===== config.mk =====
export PLATFORM = sky130hd
export DESIGN_NAME = io_output_flat
export DESIGN_NICKNAME = d
export VERILOG_FILES = /design/src/rtl/io_output_pkg.sv /design/src/rtl/io_output_if.sv /design/src/rtl/io_out_chan.sv /design/src/rtl/io_output.sv /design/src/flat_wrapper.sv
export SDC_FILE = /design/constraint.sdc
export NUM_CORES = 1
export LEC_CHECK = 0
export BUFFER_PORTS_ARGS = -buffer_cell sky130_fd_sc_hd__buf_2
export CORE_ASPECT_RATIO = 0.5
export CORE_MARGIN = 10
export CORE_UTILIZATION = 27
export DETAILED_ROUTE_END_ITERATION = 10
export PLACE_DENSITY_LB_ADDON = 0.2
export SYNTH_ARGS = -nofsm -noshare
export SYNTH_HDL_FRONTEND = slang
export SYNTH_SLANG_ARGS = --single-unit

===== constraint.sdc =====
create_clock -name io_clk -period 4.45 [get_ports io_clk]
set_input_delay 0.6675 -clock io_clk [delete_from_list [all_inputs] [get_ports io_clk]]
set_output_delay 0.6675 -clock io_clk [all_outputs]
set_load 0.05 [all_outputs]

===== src/rtl/io_output_pkg.sv =====
// io_output_pkg: shared I/O address codes (addr[7:2]) and STATUS bit positions.
package io_output_pkg;
  localparam logic [5:0] A_PORT0  = 6'b100000;
  localparam logic [5:0] A_PORT1  = 6'b100001;
  localparam logic [5:0] A_PORT2  = 6'b100010;
  localparam logic [5:0] A_STATUS = 6'b100011;
  localparam logic [5:0] A_INPUT  = 6'b100100;
  localparam int ST_VALID_LSB = 0;
  localparam int ST_OVR_LSB   = 4;
  localparam int N_PORTS      = 3;
endpackage


===== src/rtl/io_output_if.sv =====
// io_output_if: CPU store/readback bus plus the three output-port handshakes.
interface io_output_if;
  logic [31:0] addr;
  logic [31:0] wdata;
  logic        io_we;
  logic [31:0] io_read_data;
  logic [31:0] out_port0;
  logic [31:0] out_port1;
  logic [31:0] out_port2;
  logic [2:0]  out_valid;
  logic [2:0]  out_ack;
  modport master (
    output addr, wdata, io_we, out_ack,
    input  io_read_data, out_port0, out_port1, out_port2, out_valid
  );
  modport slave (
    input  addr, wdata, io_we, out_ack,
    output io_read_data, out_port0, out_port1, out_port2, out_valid
  );
endinterface


===== src/rtl/io_out_chan.sv =====
// io_out_chan: one output port -- data register, pending flag and sticky overrun.
module io_out_chan #(
  parameter logic [31:0] RST_VAL = 32'h0000_0000
) (
  input  logic        clk,
  input  logic        rst,
  input  logic        i_we,
  input  logic        i_ack,
  input  logic        i_clr,
  input  logic [31:0] i_wdata,
  output logic [31:0] o_data,
  output logic        o_valid,
  output logic        o_overrun
);
  logic [31:0] r_data;
  logic        r_valid;
  logic        r_ovr;
  // a fresh overrun wins over a same-cycle write-1-to-clear
  always_ff @(posedge clk) begin
    if (rst) begin
      r_data  <= RST_VAL;
      r_valid <= 1'b0;
      r_ovr   <= 1'b0;
    end else begin
      if (i_we) r_data <= i_wdata;
      r_valid <= i_we | (r_valid & ~i_ack);
      r_ovr   <= (i_we & r_valid & ~i_ack) | (r_ovr & ~i_clr);
    end
  end
  assign o_data    = r_data;
  assign o_valid   = r_valid;
  assign o_overrun = r_ovr;
endmodule


===== src/rtl/io_output.sv =====
// io_output: memory-mapped output ports -- address decode, readback mux and STATUS.
module io_output
  import io_output_pkg::*;
#(
  parameter logic [31:0] OUT_RESET = 32'h0000_0000
) (
  input logic        io_clk,
  input logic        reset,
  io_output_if.slave bus
);
  logic [5:0]  w_sel;
  logic [2:0]  w_we;
  logic [2:0]  w_clr;
  logic [2:0]  w_valid;
  logic [2:0]  w_ovr;
  logic [31:0] w_data [N_PORTS];
  logic [31:0] w_status;
  assign w_sel = bus.addr[7:2];
  assign w_clr = (bus.io_we && w_sel == A_STATUS) ? bus.wdata[ST_OVR_LSB +: 3] : 3'b000;
  genvar g;
  for (g = 0; g < N_PORTS; g++) begin : g_chan
    assign w_we[g] = bus.io_we && (w_sel == A_PORT0 + 6'(g));
    io_out_chan #(.RST_VAL(OUT_RESET)) u_chan (
      .clk      (io_clk),
      .rst      (reset),
      .i_we     (w_we[g]),
      .i_ack    (bus.out_ack[g]),
      .i_clr    (w_clr[g]),
      .i_wdata  (bus.wdata),
      .o_data   (w_data[g]),
      .o_valid  (w_valid[g]),
      .o_overrun(w_ovr[g])
    );
  end
  always_comb begin
    w_status = 32'h0;
    w_status[ST_VALID_LSB +: 3] = w_valid;
    w_status[ST_OVR_LSB +: 3]   = w_ovr;
  end
  assign bus.out_port0 = w_data[0];
  assign bus.out_port1 = w_data[1];
  assign bus.out_port2 = w_data[2];
  assign bus.out_valid = w_valid;
  assign bus.io_read_data = (w_sel == A_PORT0)  ? w_data[0] :
                            (w_sel == A_PORT1)  ? w_data[1] :
                            (w_sel == A_PORT2)  ? w_data[2] :
                            (w_sel == A_STATUS) ? w_status  : 32'h0;
endmodule


===== src/flat_wrapper.sv =====
// flat-port wrapper written by rule: the top's interface ports become plain ports
module io_output_flat import io_output_pkg::*;
#(
  parameter logic [31:0] OUT_RESET = 32'h0000_0000
)
  (io_clk, reset, bus_addr, bus_wdata, bus_io_we, bus_out_ack, bus_io_read_data, bus_out_port0, bus_out_port1, bus_out_port2, bus_out_valid);
  io_output_if bus_i ();
  input logic io_clk;
  input logic reset;
  input wire logic [$bits(bus_i.addr)-1:0] bus_addr;
  input wire logic [$bits(bus_i.wdata)-1:0] bus_wdata;
  input wire logic [$bits(bus_i.io_we)-1:0] bus_io_we;
  input wire logic [$bits(bus_i.out_ack)-1:0] bus_out_ack;
  output wire logic [$bits(bus_i.io_read_data)-1:0] bus_io_read_data;
  output wire logic [$bits(bus_i.out_port0)-1:0] bus_out_port0;
  output wire logic [$bits(bus_i.out_port1)-1:0] bus_out_port1;
  output wire logic [$bits(bus_i.out_port2)-1:0] bus_out_port2;
  output wire logic [$bits(bus_i.out_valid)-1:0] bus_out_valid;
  assign bus_i.addr = bus_addr;
  assign bus_i.wdata = bus_wdata;
  assign bus_i.io_we = bus_io_we;
  assign bus_i.out_ack = bus_out_ack;
  assign bus_io_read_data = bus_i.io_read_data;
  assign bus_out_port0 = bus_i.out_port0;
  assign bus_out_port1 = bus_i.out_port1;
  assign bus_out_port2 = bus_i.out_port2;
  assign bus_out_valid = bus_i.out_valid;
  io_output #(.OUT_RESET(OUT_RESET)) u_core (.io_clk(io_clk), .reset(reset), .bus(bus_i));
endmodule

==> impl_metrics.json <==
{
  "post-route-period-util": 0.7126,
  "dp_cells": 865,
  "core-area_sq_um": 17650,
  "r2r_slack_ns": 3.35,
  "synth_seq_cells": 102,
  "drtIter0Drc": 201,
  "place.gp.congestion": 0.7281,
  "synth-compound-area-share": 0.07562,
  "cts.sinks": 102,
  "grt_usage": 0.1275,
  "syn_avg_cell_area_sq_um": 9.994,
  "p_int_mw": 1.422,
  "p_clk_frac": 0.423,
  "hold_buffers": 0,
  "place_ws_ns": 1.318,
  "rsz0062_at_grt": "false",
  "hold_viol": 0,
  "r2r-end": "u_core.g_chan[0].u_chan.o_overrun",
  "grt-ovfl-total": 0,
  "die_y_um": 115.7,
  "r2r.worst_path.cells": 3,
  "wire_per_inst_um": 17.95,
  "drive_gt1_frac": 0.3142,
  "synthAdderAreaFrac": 0,
  "vias_per_cell": 4.560,
  "drtPass1Iterations": 4,
  "finalNonFillerCells": 880,
  "cts_buffers": 9,
  "grt.met3_usage": 0.03665,
  "pwr-share-comb": 0.081,
  "antenna_cells": 0,
  "nNetsFinal": 712,
  "min_path_cells": 2,
  "startpoint": "bus_addr[2]",
  "crit_required_ns": 3.78,
  "peakVddDrop_mv": 0.1683,
  "port_buffers": 174,
  "crit_type": "in -> out",
  "boundaryPins": 201,
  "tightest_slew_ns": 0.9547,
  "initial_core_util": 0.2802,
  "arrival_ns": 2.50,
  "max_freq_mhz": 315.3,
  "antenna_found_initial": 0,
  "syn_to_final_growth_pct": 25.49,
  "syn_inst": 495,
  "synth.mux.area_fraction": 0.2468,
  "fin_crit_ns": 3.171,
  "grt_first_pass_wirelength_um": 24940,
  "cts_max_level": 3,
  "setup_tns_ns": 0,
  "cp-start-kind": "input pin",
  "hpwl_um": 11330,
  "syn_nets": 565,
  "drv_slew": 0,
  "worstPathMaxFanout": 21,
  "synth_xor_area_frac": 0,
  "end_kind": "output port",
  "status": "finished, final reports clean",
  "grt_util_met1": 0.1565,
  "routed_wl_um": 15800,
  "final_cell_mix": "174 x buf_2, 133 x nand2b_1, 122 x mux2i_1",
  "crit_end": "bus_io_read_data[0]",
  "busiest_layer": "met2",
  "layout_commonest_cell": "buf_2",
  "setup_ws_ns": 1.279,
  "vias": 4013,
  "die_x_um": 211.4,
  "finalClockSkew_ns": 0.0008528,
  "num-fill-cells": 1850,
  "drv_cap": 0,
  "seqPwrFrac": 0.496,
  "dieArea_sq_um": 24470,
  "std_cell_rows": 34,
  "synthDistinctLibCells": 23,
  "cts_resized": 0,
  "synth-seq-area-share": 0.4127,
  "power.leakage_nw": 3.101,
  "r2r-start": "u_core.g_chan[0].u_chan.o_valid",
  "min-delay-path-class": "reg -> reg",
  "yosysWarnings": 0,
  "switching_power_mw": 0.4304,
  "grt_start_max_net_pins": 103,
  "clk_pin_slew_worst_paths_ns": 0.06,
  "relSlewSlack": 0.3636,
  "setup_viol": 0,
  "grt_pass1_vias": 4159,
  "synth-simple-area-share": 0.2114,
  "power_density_nw_per_um2": 298.3,
  "swShare": 0.2324,
  "cts_tree": "yes",
  "met2_usage": 0.2184,
  "final_core_util": 0.3517,
  "drc": 0,
  "ant_nets": 0,
  "clkLatencyLatePin_ns": 0.34,
  "postCtsSetupBuffers": 0,
  "cts_buffer_depth": 2,
  "synth_top_family_by_area": "multiplexers",
  "cts-root-buf": "clkbuf_16",
  "syn_area_sq_um": 4947
}
registers in the layout, indices dropped and copies added (netlist names):
register / flops
u_core.g_chan.u_chan.o_data: 96
u_core.g_chan.u_chan.o_overrun: 3
u_core.g_chan.u_chan.o_valid: 3
power groups by stage:
stage	Clock (mW)	Combinational [mW]	Sequential, mW
final	0.783	0.150	0.919
after global routing	0.847	0.161	0.919
after CTS	0.817	0.152	0.919
after detailed placement	0	0.152	0.940
after global placement	0	0.151	0.940
after floorplan	0	0.0908	0.952
worst min-delay path by stage:
stage / from / endpoint
finish: u_core.g_chan[0].u_chan.o_data[30] / u_core.g_chan[0].u_chan.o_data[30]
global route: u_core.g_chan[0].u_chan.o_data[29] / u_core.g_chan[0].u_chan.o_data[29]
CTS: u_core.g_chan[1].u_chan.o_data[6] / u_core.g_chan[1].u_chan.o_data[6]
detailed placement: u_core.g_chan[1].u_chan.o_data[6] / u_core.g_chan[1].u_chan.o_data[6]
global placement: u_core.g_chan[1].u_chan.o_data[9] / u_core.g_chan[1].u_chan.o_data[9]
floorplan: u_core.g_chan[0].u_chan.o_valid / u_core.g_chan[0].u_chan.o_valid
Yosys cell counts:
master     number  area [sq um]
nand2b_1      133         832.1
mux2i_1       122          1221
dfxtp_1       102          2042
clkbuf_1       27         101.4
a2bb2oi_1      26         227.7
nor2_1         26         97.59
o22ai_1        12         75.07
buf_6           7         78.83
nor3_1          7         35.03
buf_4           6         45.04
buf_2           4         20.02
a211oi_1        3         22.52
a21oi_1         3         15.01
inv_1           3         11.26
o41a_1          3         33.78
or3_1           3         18.77
nor3_4          2         32.53
buf_1           1         3.750
clkinv_1        1         3.750
nand2_1         1         3.750
nor2b_1         1         6.260
or2_2           1         6.260
or4b_4          1         13.76
critical path, cell delays in order:
cell and delay (ns):
buf_2 0.25, buf_4 0.35, nand2b_1 0.43, o22ai_1 0.15
nor3_1 0.31, buf_2 0.33
layout make-up:
type                            count  area (sq um)  share of cell area
Multi-Input combinational cell    344          2646              0.4262
Sequential cell                   102          2042              0.3289
Timing Repair Buffer              181         923.4              0.1487
Tap cell                          234         292.8             0.04716
Clock buffer                       10         239.0             0.03849
Clock inverter                      5         50.05            0.008061
Inverter                            4         15.01            0.002418
cell families (layout without fill, tap and decap cells):
family / after synthesis / after routing
multiplexers: 122 / 122
flip-flops: 102 / 102
AND/OR/NAND/NOR: 175 / 175
AO/OA/AOI/OAI: 47 / 47
buffers and inverters: 49 / 200
routing by layer:
metal / share of wire / vias to the layer above
met1: 0.46 / 1945
met2: 0.49 / 72
met5: 0 / -
met4: 0.0089 / 0
met3: 0.044 / 9
li1: - / 1987
through the flow:
stage / cell area, sq um / hold WS [ns] / power, mW
floorplan: 4947 / 0.4891 / 1.043
global placement: 5919 / 0.4745 / 1.091
detailed placement: 5919 / 0.4806 / 1.092
CTS: 6208 / 0.4905 / 1.888
global route: 6208 / 0.5076 / 1.928
finish: 6208 / 0.4884 / 1.852
Power figures use the tool's default switching activity.
